File: src/rtl/multicycle_ctrl_fsm.sv
// rtl/multicycle_ctrl_fsm.sv - per-cycle sequencing controller for the multi-cycle RV32I core
//
// Ports:
//   clk, reset          rising-edge clock, synchronous active-high reset
//   opcode              IR[6:0], valid from ID onward
//   alu_bcond           branch-compare result, valid in EX
//   ecall_halt_req      ecall requests a halt, valid in ID
//   mem_ready           memory completes the current access this cycle
//   ir_write .. mem_to_reg  datapath write enables and mux selects
//   state               current FSM state (IF=0 ID=1 EX=2 MEM=3 WB=4 BR=5 HALT=6)
//   mem_error           sticky, set when the memory-stall watchdog fires
//   is_halted           high while in HALT
module multicycle_ctrl_fsm #(
  parameter int MEM_WAIT_MAX = 15,
  parameter int WAIT_CNT_W   = 4
) (
  input  logic       clk,
  input  logic       reset,
  input  logic [6:0] opcode,
  input  logic       alu_bcond,
  input  logic       ecall_halt_req,
  input  logic       mem_ready,
  output logic       ir_write,
  output logic       mem_read,
  output logic       mem_write,
  output logic       i_or_d,
  output logic       alu_src_a,
  output logic [1:0] alu_src_b,
  output logic [1:0] alu_op_sel,
  output logic       alu_out_write,
  output logic       pc_write,
  output logic       pc_source,
  output logic       reg_write,
  output logic       mem_to_reg,
  output logic [2:0] state,
  output logic       mem_error,
  output logic       is_halted
);

  localparam logic [2:0] S_IF   = 3'd0;
  localparam logic [2:0] S_ID   = 3'd1;
  localparam logic [2:0] S_EX   = 3'd2;
  localparam logic [2:0] S_MEM  = 3'd3;
  localparam logic [2:0] S_WB   = 3'd4;
  localparam logic [2:0] S_BR   = 3'd5;
  localparam logic [2:0] S_HALT = 3'd6;

  localparam logic [6:0] OP_R      = 7'b0110011;
  localparam logic [6:0] OP_I      = 7'b0010011;
  localparam logic [6:0] OP_LOAD   = 7'b0000011;
  localparam logic [6:0] OP_STORE  = 7'b0100011;
  localparam logic [6:0] OP_BRANCH = 7'b1100011;
  localparam logic [6:0] OP_JAL    = 7'b1101111;
  localparam logic [6:0] OP_JALR   = 7'b1100111;
  localparam logic [6:0] OP_ECALL  = 7'b1110011;

  logic [2:0]            state_q, state_d;
  logic [WAIT_CNT_W-1:0] wait_cnt_q, wait_cnt_d;
  logic                  mem_error_q;
  logic                  wd_hit;
  logic                  wd_fire;
  logic                  is_load;
  logic                  is_store;

  assign is_load  = (opcode == OP_LOAD);
  assign is_store = (opcode == OP_STORE);

  // Stall limit reached; only meaningful in IF/MEM while mem_ready is low.
  assign wd_hit = (MEM_WAIT_MAX > 0) && (wait_cnt_q == WAIT_CNT_W'(MEM_WAIT_MAX));

  // State register
  always_ff @(posedge clk) begin
    if (reset) begin
      state_q     <= S_IF;
      wait_cnt_q  <= '0;
      mem_error_q <= 1'b0;
    end else begin
      state_q    <= state_d;
      wait_cnt_q <= wait_cnt_d;
      if (wd_fire) begin
        mem_error_q <= 1'b1;
      end
    end
  end

  // Next-state logic
  always_comb begin
    state_d = state_q;
    wd_fire = 1'b0;
    case (state_q)
      S_IF: begin
        if (mem_ready) begin
          state_d = S_ID;
        end else if (wd_hit) begin
          state_d = S_HALT;
          wd_fire = 1'b1;
        end
      end
      S_ID: begin
        case (opcode)
          OP_ECALL:                         state_d = ecall_halt_req ? S_HALT : S_IF;
          OP_R, OP_I, OP_LOAD, OP_STORE,
          OP_BRANCH, OP_JAL, OP_JALR:       state_d = S_EX;
          default:                          state_d = S_HALT;
        endcase
      end
      S_EX: begin
        case (opcode)
          OP_R, OP_I, OP_JAL, OP_JALR: state_d = S_WB;
          OP_LOAD, OP_STORE:           state_d = S_MEM;
          OP_BRANCH:                   state_d = alu_bcond ? S_BR : S_IF;
          default:                     state_d = S_HALT;
        endcase
      end
      S_MEM: begin
        if (mem_ready) begin
          state_d = is_load ? S_WB : S_IF;
        end else if (wd_hit) begin
          state_d = S_HALT;
          wd_fire = 1'b1;
        end
      end
      S_WB:    state_d = S_IF;
      S_BR:    state_d = S_IF;
      S_HALT:  state_d = S_HALT;
      default: state_d = S_IF;
    endcase

    // Stall counter only runs while a memory access waits in the same state.
    if (state_d != state_q) begin
      wait_cnt_d = '0;
    end else if ((state_q == S_IF || state_q == S_MEM) && !mem_ready) begin
      wait_cnt_d = wait_cnt_q + WAIT_CNT_W'(1);
    end else begin
      wait_cnt_d = '0;
    end
  end

  // Output decode
  always_comb begin
    ir_write      = 1'b0;
    mem_read      = 1'b0;
    mem_write     = 1'b0;
    i_or_d        = 1'b0;
    alu_src_a     = 1'b0;
    alu_src_b     = 2'd0;
    alu_op_sel    = 2'd0;
    alu_out_write = 1'b0;
    pc_write      = 1'b0;
    pc_source     = 1'b0;
    reg_write     = 1'b0;
    mem_to_reg    = 1'b0;
    if (!reset) begin
      case (state_q)
        S_IF: begin
          mem_read = 1'b1;
          ir_write = mem_ready;
        end
        S_ID: begin
          // PC+4 is computed here so every path below can reuse it.
          alu_src_b     = 2'd2;
          alu_out_write = 1'b1;
          if (opcode == OP_ECALL && !ecall_halt_req) begin
            pc_write = 1'b1;
          end
        end
        S_EX: begin
          case (opcode)
            OP_R: begin
              alu_src_a = 1'b1; alu_op_sel = 2'd1; alu_out_write = 1'b1;
            end
            OP_I: begin
              alu_src_a = 1'b1; alu_src_b = 2'd1; alu_op_sel = 2'd1; alu_out_write = 1'b1;
            end
            OP_LOAD, OP_STORE: begin
              alu_src_a = 1'b1; alu_src_b = 2'd1; alu_out_write = 1'b1;
            end
            OP_BRANCH: begin
              alu_src_a  = 1'b1;
              alu_op_sel = 2'd2;
              // Not taken: ALUOut still holds PC+4 from ID.
              if (!alu_bcond) begin
                pc_write  = 1'b1;
                pc_source = 1'b1;
              end
            end
            // Jump target goes straight to PC; ALUOut keeps PC+4 for the link write.
            OP_JAL: begin
              alu_src_b = 2'd1; pc_write = 1'b1;
            end
            OP_JALR: begin
              alu_src_a = 1'b1; alu_src_b = 2'd1; pc_write = 1'b1;
            end
            default: ;
          endcase
        end
        S_MEM: begin
          i_or_d    = 1'b1;
          mem_read  = is_load;
          mem_write = is_store;
          if (is_store && mem_ready) begin
            alu_src_b = 2'd2;
            pc_write  = 1'b1;
          end
        end
        S_WB: begin
          reg_write  = 1'b1;
          mem_to_reg = is_load;
          if (opcode != OP_JAL && opcode != OP_JALR) begin
            alu_src_b = 2'd2;
            pc_write  = 1'b1;
          end
        end
        S_BR: begin
          alu_src_b = 2'd1;
          pc_write  = 1'b1;
        end
        default: ;
      endcase
    end
  end

  assign state     = state_q;
  assign mem_error = mem_error_q;
  assign is_halted = (state_q == S_HALT);

endmodule

File: config.mk
export PLATFORM = sky130hd
export DESIGN_NAME = multicycle_ctrl_fsm
export DESIGN_NICKNAME = d
export VERILOG_FILES = /design/src/rtl/multicycle_ctrl_fsm.sv
export SDC_FILE = /design/constraint.sdc
export NUM_CORES = 1
export LEC_CHECK = 0
export CORE_MARGIN = 2
export CORE_UTILIZATION = 30
export DETAILED_ROUTE_END_ITERATION = 10
export DONT_BUFFER_PORTS = 1
export GPL_ROUTABILITY_DRIVEN = 0
export PLACE_DENSITY = 0.45
export SKIP_LAST_GASP = 1
export SYNTH_ARGS = -nofsm -noshare
export SYNTH_HDL_FRONTEND = slang
export SYNTH_SLANG_ARGS = --single-unit
export TNS_END_PERCENT = 30
File: constraint.sdc
create_clock -name clk -period 2.6 [get_ports clk]
set_input_delay 0.26 -clock clk [delete_from_list [all_inputs] [get_ports clk]]
set_output_delay 0.26 -clock clk [all_outputs]
set_load 0.1 [all_outputs]
After elaboration in Yosys (flattened, before gate mapping)
Index checks and enable logic that the tools add are counted.
W data, S select, Z words.
{"block": "totals", "register_bits": 8, "inputBits": 12, "out_inout_bits": 19}
{"block": "classes", "n_addsub": 1, "n_eq_ne": 18, "muxes": 48, "bitwise_logic": 1, "reduce_logical": 18}
{"operator": "$eq A7 B7 Y1 const B", "count": 4}
{"operator": "$mux W1", "count": 28}
{"operator": "$mux W3", "count": 6}
{"operator": "$pmux W3 S5", "count": 1}
{"operator": "$eq A7 B6 Y1 const B", "count": 2}
{"operator": "$ne A7 B7 Y1 const B", "count": 2}
{"operator": "$mux W2", "count": 5}
{"operator": "$pmux W2 S5", "count": 1}
{"operator": "$eq A3 B3 Y1 const B", "count": 3}
{"operator": "$pmux W3 S3", "count": 1}
{"operator": "$reduce_or A2 Y1", "count": 4}
{"operator": "$reduce_or A4 Y1", "count": 2}
{"operator": "$eq A7 B2 Y1 const B", "count": 1}
{"operator": "$eq A7 B5 Y1 const B", "count": 1}
{"operator": "$reduce_or A7 Y1", "count": 1}
{"operator": "$eq A3 B2 Y1 const B", "count": 2}
{"operator": "$pmux W1 S2", "count": 3}
{"operator": "$pmux W3 S2", "count": 1}
{"operator": "$reduce_or A6 Y1", "count": 1}
{"operator": "$pmux W1 S5", "count": 1}
{"operator": "$reduce_or A5 Y1", "count": 1}
{"operator": "$add A4 B1 Y4 const B", "count": 1}
{"operator": "$eq A4 B4 Y1 const B", "count": 1}
{"operator": "$logic_and A1 B1 Y1", "count": 4}
{"operator": "8 further kinds", "count": 9}

Logic depth before layout (Yosys ltp)
Gate-level depths: netlist of run 1.
{"block": "logic_depth", "word_depth": 6, "depth_mapped": 5}

Worst setup path after synthesis of run 1
OpenSTA, ideal clock, no wires.
{"block": "synth_timing", "path_kind": "reg2out", "startpoint": "register state_q[1] (netlist: state[1])", "endpoint": "output pc_source", "arrival_ns": 5.212, "t_required_ns": 2.340, "path_slack_ns": -2.872, "stages_incl_launch_ff": 5, "path_buffers": 0, "cell_sequence": "dfxtp_1 nor2b_1 nand2_1 nor4_1 and2b_1"}
{"block": "synth_between", "elab_chain_len": 3}
{"element": "from (decl)", "line": "57", "text": "logic [2:0] state_q, state_d;"}
{"element": "from (signal assigned)", "line": "78", "text": "state_q <= state_d;"}
{"element": "$eq A3 B2 Y1", "line": "154", "text": "case (state_q)"}
{"element": "$mux W1", "line": "154"}
{"element": "$mux W1", "line": "153", "text": "if (!reset) begin"}
{"element": "to (decl)", "line": "32", "text": "output logic pc_source,"}
No other way between the ends.

Final worst setup path of run 1
Same ends and word-level chain as after synthesis.

==> results.yml, run 1 <==
outcome:
  status: "finished, final reports clean"
final_layout:
  drive_gt1_share_pct: 36.4
  utilization_pct: 43.8
  multi_input_area_um2: 648
  fin_nets: 136
  fill_cells: 254
  fin_cells: 151
  area_growth_pct: 36.2
  regArea_um2: 163
  n_antenna_cell: 0
global_routing:
  gr-total-overflow: 0
  grt_pass1_wl_um: 3610
  track_usage_pct: 14.2
  antenna_found_initial: 0
  grt_max_degree: 16
  grt_pass1_vias: 757
critical_path:
  path_buf_inv: 1
  startpoint_type: "flip-flop"
  slowest_delay_ps: 460
  critPathKind: "flip-flop to output pin"
  cp_slowest_cell: "dfxtp_2"
  crit_required_ps: 2340
  critPathMaxFanout: 14
  rrSetupSlack_ps: 1060
  worstSetupEndpointType: "output pin"
  worstPathCellList: "nor2b_1 > nand2_1 > nor4_4 > and2b_4 > buf_12"
  reg2reg_depth: 5
  reg2reg_to: "state[1]"
  cp_top_family: "simple AND/OR/NAND/NOR gates"
  arrival_ps: 1880
  r2r_start: "state[2]"
power_and_ir_drop:
  power_frac_comb_pct: 48.0
  p_per_area_nw_per_um2: 423
  ir_drop_mv: 0.347
  pwr-share-clk_pct: 19.9
  sequentialPowerShare_pct: 32.1
  p_leak_nw: 0.425
  switching_share_pct: 47.2
  internal_power_w: 0.000245
  p_sw_w: 0.000219
timing:
  period_minus_slack_ps: 2140
  drv_slew: 0
  timing.slew.headroom_pct: 35.8
  tightest_slew_ps: 962
  fmax_mhz: 467
  fin_crit_sh_pct: 82.4
  rsz0062_at_grt: "false"
  setup_viol_count_final: 0
  skew_ps: 0.869
  hold_viol_final: 0
yosys:
  synth_edf_count: 0
  ys_warn_count: 0
  synth_top_flop_cell: "dfxtp_1"
  mappedNetlistArea_um2: 805
  synth.distinct_cells: 45
  synth_fp_nets: 120
  syn_area_per_cell_um2: 7.52
  synth-seq-cells: 8
  async_flop_share_pct: 0
  synth_cells: 107
  ys_seq_area_share_pct: 19.9
min_path:
  holdPathStages: 1
  hold_start: "reset"
  hold_class: "input pin to flip-flop"
  min_to: "state[2]"
cts:
  cts_made_buffers: 3
  clock_latency_ps: 250
  htreeDepth: 1
  cts_tree: "done"
  cts_resized: 0
  path_clk_slew_ps: 50
  cts_setup_buffers: 0
  root_buffer: "clkbuf_4"
  clock_sinks: 8
  clockBufferDepth: 2
  cts_hold_buf: 0
drt:
  num_vias: 810
  wl_per_cell_um: 14.6
  dr.pass1.iters: 4
  drcViolationCount: 0
  postRouteAntennaNets: 0
  via_per_inst: 5.36
  drt_iter0_drc: 13
  routed_wl_um: 2210
placement:
  dpl.hpwl_um: 1760
  io_buffers: 0
  dp_cells: 148
floorplan:
  die_y_um: 55.8
  ios: 31
  die-area_um2: 3110
  initial_core_util_pct: 32.2
  core_um2: 2500
  chipWidth_um: 55.8
  rows: 18
job:
  drv_cap: 0
## cells in the final DEF (no fill, tap or decap), drive strengths merged
master | Yosys | routed
a2111oi | 2 | 2
a211oi | 1 | 1
a21bo | 1 | 1
a21oi | 9 | 9
a22oi | 1 | 1
a2bb2oi | 1 | 1
a31oi | 1 | 1
and2 | 3 | 3
and2b | 2 | 2
and3 | 2 | 2
buf | 6 | 18
clkbuf | 1 | 3
dfxtp | 8 | 8
ha | 1 | 1
inv | 4 | 4
nand2 | 10 | 10
nand2b | 4 | 4
nand3 | 3 | 3
nand3b | 1 | 1
nand4bb | 1 | 1
nor2 | 16 | 16
nor2b | 2 | 2
nor3 | 5 | 5
nor3b | 1 | 1
nor4 | 4 | 4
nor4b | 2 | 2
o2111ai | 1 | 1
o211ai | 1 | 1
o21a | 1 | 1
o21ai | 1 | 1
o21bai | 2 | 2
o22a | 2 | 2
o22ai | 1 | 1
o31ai | 1 | 1
o32a | 1 | 1
or2 | 1 | 1
or2b | 1 | 1
xnor2 | 1 | 1
xor2 | 1 | 1
## metrics by stage
| stage | TNS (ps) | power, W | worst slack, ps | cell area [um2] | hold slack, ps |
|---|---|---|---|---|---|
| final | 0 | 0.000464 | 458 | 1100 | 72.9 |
| after global routing | 0 | 0.000494 | 294 | 1100 | 51.9 |
| after CTS | 0 | 0.000469 | 444 | 1100 | 68.0 |
| after detailed placement | 0 | 0.000375 | 729 | 1070 | 333 |
| after global placement | 0 | 0.000373 | 782 | 1070 | 332 |
| after floorplan | -1870 | 0.000341 | -548 | 860 | 418 |
## power by group through the flow
stage	clock, W	sequential [W]	combinational, W
final	0.0000923	0.000149	0.000223
after global routing	0.000107	0.000152	0.000235
after CTS	0.0000960	0.000149	0.000224
after detailed placement	0	0.000151	0.000224
after global placement	0	0.000150	0.000223
after floorplan	0	0.000181	0.000160
## cell families (layout without fill, tap and decap cells)
logic type	count (synthesis)	count (layout)	synth area share, %
buffers and inverters	11	25	7.46
AND/OR/NAND/NOR	58	58	43.4
AO/OA/AOI/OAI	27	27	25.5
adder cells (fa/ha/maj)	1	1	1.55
flip-flops	8	8	19.9
XOR/XNOR	2	2	2.18
## metal layers
layer | wire length [um] | part of all wire, % | global-route usage (%) | vias up
li1 | - | - | - | 412
met1 | 1030 | 47 | 19.7 | 369
met2 | 1010 | 45 | 20.9 | 27
met3 | 165 | 7.5 | 6.05 | 2
met4 | 7 | 0.32 | 2.09 | 0
met5 | 0 | 0 | 0 | -
## worst max-delay path by stage
stage               cells past startpoint  slack (ps)    endpoint      start
floorplan                               4        -550  mem_to_reg   state[2]
global placement                        5         780    pc_write  opcode[2]
detailed placement                      5         730   pc_source   state[1]
CTS                                     5         440   pc_source   state[1]
global route                            5         290   pc_source   state[1]
finish                                  5         460   pc_source   state[1]
## flip-flops by register name, summed over array words and instances (netlist names)
register,flops
wait_cnt_q,4
mem_error,1
state,3
## cell usage after synthesis (2+ instances only)
| cell type | n | share of area [%] |
|---|---|---|
| a21oi_1 | 9 | 5.6 |
| and2_1 | 3 | 2.3 |
| and2b_1 | 2 | 1.9 |
| and3_1 | 2 | 1.6 |
| buf_2 | 3 | 1.9 |
| buf_4 | 2 | 1.9 |
| dfxtp_1 | 8 | 20 |
| inv_1 | 4 | 1.9 |
| nand2_1 | 9 | 4.2 |
| nand2b_1 | 4 | 3.1 |
| nand3_1 | 3 | 1.9 |
| nor2_1 | 16 | 7.5 |
| nor2b_1 | 2 | 1.6 |
| nor3_1 | 5 | 3.1 |
| nor4_1 | 3 | 2.3 |
| o21bai_1 | 2 | 1.9 |
| o22a_1 | 2 | 2.2 |
## area by class of cell
type,count,area share (%)
Tap cell,30,3.42
Multi-Input combinational cell,88,59.1
Inverter,4,1.37
Clock buffer,3,2.05
Timing Repair Buffer,18,19.2
Sequential cell,8,14.8
No activity file was read; power rests on OpenSTA's default activity.
==> run 2, diff against run 1 <==
clock period = 2.05 ns   (was 2.6 ns; I/O delays follow)
==> run 2 against run 1 <==
Net effect:
- wire length fell by 2.8%
- sequential share of layout area rose by 0.20 points
- sequential cell count did not move
- critical path type unchanged
- sequential power rose by 31%
- highest routed layer unchanged
==> results.yml, run 2 (synthesis gave the netlist of run 1 again) <==
critical_path:
  reg2reg_depth: 4
  critPathMaxFanout: 17
  critPathKind: "flip-flop to output pin"
  reg2reg_to: "state[2]"
  startpoint_type: "flip-flop"
  r2r_start: "state[1]"
  cp-endpoint: "pc_source"
  worstSetupEndpointType: "output pin"
  rrSetupSlack_ps: 740
  worstSetupStartpoint: "state[2]"
  arrival_ps: 1690
  crit_required_ps: 1850
global_routing:
  gr-total-overflow: 0
  antenna_found_initial: 0
  grt_pass1_vias: 772
  grt_max_degree: 18
  track_usage_pct: 14.7
  grt_pass1_wl_um: 3710
final_layout:
  largest-register: "wait_cnt_q"
  largest_reg_flops: 4
  fin_cells: 153
  area_growth_pct: 41.7
  drive_gt1_share_pct: 38.2
  n_antenna_cell: 0
  fin_nets: 137
  final_cell_mix: "nor2_1 (12), buf_4 (12), nand2_1 (8)"
cts:
  path_clk_slew_ps: 60
  clock_sinks: 8
  clock_latency_ps: 250
  cts_setup_buffers: 0
  cts_made_buffers: 3
  root_buffer: "clkbuf_4"
  clockBufferDepth: 2
  htreeDepth: 1
  cts_tree: "done"
timing:
  tightest_slew_ps: 501
  skew_ps: 9.77
  drv_slew: 0
  setup_viol_count_final: 0
  period_minus_slack_ps: 1890
  rsz0062_at_grt: "false"
  fmax_mhz: 528
  hold_viol_final: 0
  finalSetupTns_ps: 0
  timing.slew.headroom_pct: 66.3
  hold_ws_ps: 15.9
  fin_crit_sh_pct: 92.4
placement:
  io_buffers: 0
  dp_cells: 148
  dpl.hpwl_um: 1690
min_path:
  holdPathStages: 1
  hold_class: "input pin to flip-flop"
power_and_ir_drop:
  p_leak_nw: 0.443
  ir_drop_mv: 0.352
  p_per_area_nw_per_um2: 540
floorplan:
  chipWidth_um: 55.8
  ios: 31
  rows: 18
  die-area_um2: 3110
  core_um2: 2500
  die_y_um: 55.8
  initial_core_util_pct: 32.2
drt:
  wl_per_cell_um: 14.1
  dr.pass1.iters: 4
  postRouteAntennaNets: 0
  routed_wl_um: 2150
  drt_iter0_drc: 8
  drcViolationCount: 0
  via_per_inst: 5.37
  num_vias: 822
outcome:
  status: "finished, final reports clean"
job:
  drv_cap: 0
[run 2: changes by cell type in the layout (fill, tap and decap cells not counted), sizes merged]
| cell | before | now |
|---|---|---|
| dlygate4sd3 | 0 | 1 |
| clkbuf | 3 | 4 |
[run 2: cell type report]
type | instances | area, um2
Clock buffer | 4 | 26.3
Sequential cell | 8 | 171
Inverter | 4 | 15.0
Multi-Input combinational cell | 88 | 669
Timing Repair Buffer | 19 | 220
Tap cell | 30 | 37.5
Fill cell | 260 | 1360
[run 2: worst max-delay path, stage by stage (launching register included)]
cell,delay (ps)
dfxtp_4,400
nor2_1,280
nand2_4,150
nor4_4,240
and2b_4,200
buf_12,170
[run 2: layer usage]
layer / GRT usage (%) / vias up / routed length [um] / part of all wire (%)
met5: 0 / - / 0 / 0
met1: 20.8 / 387 / 1030 / 48
met2: 22.8 / 14 / 1050 / 49
li1: - / 419 / - / -
met3: 2.56 / 2 / 71 / 3.3
met4: 4.18 / 0 / 6 / 0.28
[run 2: repair_timing]
| action | in CTS | in global routing |
|---|---|---|
| hold buffers | 1 | 0 |
| resized for setup | 0 | 0 |
| endpoints found under the hold margin | 1 | 0 |
[run 2: where the power goes]
part	leakage, nW	switching, W	internal [W]
Clock	0.0150	0.0000505	0.0000742
Combinational	0.361	0.000205	0.0000905
Sequential	0.0672	0.0000270	0.000168
Total	0.443	0.000283	0.000332
[run 2: through the flow]
step / util, % / instance area [um2] / setup WS [ps] / total power (W)
floorplan: - / 896 / -617 / 0.000444
global placement: 44.1 / 1100 / 426 / 0.000493
detailed placement: 44.1 / 1100 / 362 / 0.000493
CTS: 45.6 / 1140 / 132 / 0.000626
global route: 45.6 / 1140 / 60.1 / 0.000653
finish: 45.6 / 1140 / 155 / 0.000615
[run 2: how the worst min path moves through the flow]
stage | end | slack (ps) | start
floorplan | state[0] | 380 | mem_ready
global placement | state[2] | 270 | reset
detailed placement | state[2] | 270 | reset
CTS | mem_error | 3 | reset
global route | mem_error | 4 | reset
finish | mem_error | 20 | reset
==> run 3, diff against run 2 <==
CORE_UTILIZATION = 60   (was 30)
PLACE_DENSITY = 0.77   (was 0.45)
==> run 3 against run 2 <==
Net effect:
- register-to-register slack worse by 240 ps
- sequential share of layout area rose by 0.46 points
- via count is 8.9% higher
- core utilization up 42 points
- sequential power fell by 2%
- non-clock buffer count stayed put
- sequential cell count unchanged
- wire length grew 20%
- critical path type unchanged
- critical endpoint unchanged
==> results.yml, run 3 (synthesis gave the netlist of run 1 again) <==
critical_path:
  worstSetupEndpointType: "output pin"
  critPathMaxFanout: 13
  startpoint_type: "flip-flop"
  arrival_ps: 1700
  critPathKind: "flip-flop to output pin"
  cp_top_family: "simple AND/OR/NAND/NOR gates"
  slowest_delay_ps: 380
  r2r_start: "state[2]"
  worstSetupStartpoint: "state[2]"
  cp_slowest_cell: "dfxtp_4"
  path_buf_inv: 1
  crit_required_ps: 1850
  worstPathCellList: "nor2_1 > nand2_4 > nor4_4 > and2b_4 > buf_12"
drt:
  num_vias: 895
  routed_wl_um: 2590
  dr.pass1.iters: 4
  drt_iter0_drc: 54
  wl_per_cell_um: 18.7
  via_per_inst: 6.49
  drcViolationCount: 0
  postRouteAntennaNets: 0
cts:
  cts_setup_buffers: 0
  clock_latency_ps: 260
  cts_resized: 0
  cts_made_buffers: 3
  cts_hold_buf: 0
  cts_tree: "done"
  clock_sinks: 8
  clockBufferDepth: 2
  root_buffer: "clkbuf_4"
  htreeDepth: 1
  path_clk_slew_ps: 60
floorplan:
  rows: 13
  ios: 31
  chipWidth_um: 40.6
  die_y_um: 40.6
  initial_core_util_pct: 63.4
  core_um2: 1270
  die-area_um2: 1650
power_and_ir_drop:
  ir_drop_mv: 0.507
  power_w: 0.000617
  p_per_area_nw_per_um2: 557
  p_leak_nw: 0.439
final_layout:
  drive_gt1_share_pct: 39.0
  largest_reg_flops: 4
  fill_cells: 72
  final_cell_mix: "buf_4 (14), nor2_1 (12), nand2_1 (8)"
  regArea_um2: 171
  area_growth_pct: 37.5
  multi_input_area_um2: 669
  n_antenna_cell: 0
  largest-register: "wait_cnt_q"
  utilization_pct: 87.2
  fin_nets: 137
  mostFrequentLayoutCell: "buf_4"
global_routing:
  track_usage_pct: 35.2
  gr-total-overflow: 0
  grt_pass1_wl_um: 3790
  grt_pass1_vias: 798
  antenna_found_initial: 0
  grt_max_degree: 14
min_path:
  hold_start: "reset"
  hold_class: "input pin to flip-flop"
timing:
  hold_viol_final: 0
  setup_viol_count_final: 0
  timing.slew.headroom_pct: 53.5
  rsz0062_at_grt: "false"
  period_minus_slack_ps: 1910
  fmax_mhz: 524
  tightest_slew_ps: 679
  fin_crit_sh_pct: 93.1
  skew_ps: 12.1
  drv_slew: 0
placement:
  io_buffers: 0
  dpl.hpwl_um: 1700
job:
  drv_cap: 0
outcome:
  status: "finished, final reports clean"
[run 3: power by group]
| part | leakage, nW | total (W) | switching, W | internal, W |
|---|---|---|---|---|
| sequential | 0.0672 | 0.000191 | 0.0000238 | 0.000168 |
| combinational | 0.357 | 0.000296 | 0.000214 | 0.0000821 |
| clock | 0.0150 | 0.000129 | 0.0000545 | 0.0000745 |
[run 3: area by class of cell]
| type | count | area share, % |
|---|---|---|
| timing repair buffer | 19 | 18.6 |
| multi-input combinational | 88 | 60.5 |
| sequential | 8 | 15.5 |
| clock buffer | 4 | 2.38 |
| inverter | 4 | 1.36 |
| tap | 15 | 1.70 |
[run 3: through the flow]
step | setup TNS (ps) | instance area (um2) | hold WS, ps | worst slack (ps) | cells
2_1_floorplan | -2820 | 896 | 383 | -617 | 107
3_3_place_gp | 0 | 1080 | 267 | 487 | 134
3_5_place_dp | 0 | 1080 | 269 | 464 | 134
4_1_cts | 0 | 1110 | 11.1 | 167 | 138
5_1_grt | 0 | 1110 | 1.23 | 22.4 | 138
6_report | 0 | 1110 | 15.9 | 142 | 138
[run 3: worst paths after layout]
| path | to | slack [ps] | depth (start not counted) |
|---|---|---|---|
| max reg2reg | state[2] | 500 | 4 |
| max | pc_source | 140 | 5 |
| min reg2reg | wait_cnt_q[0] | 470 | 1 |
| min | state[2] | 20 | 1 |
[run 3: metal layers]
metal	global-route usage, %	vias up	wire [um]
met5	0	-	0
met2	64.7	52	1360
met1	43.5	423	1020
met4	5.00	0	10
li1	-	416	-
met3	5.43	4	201
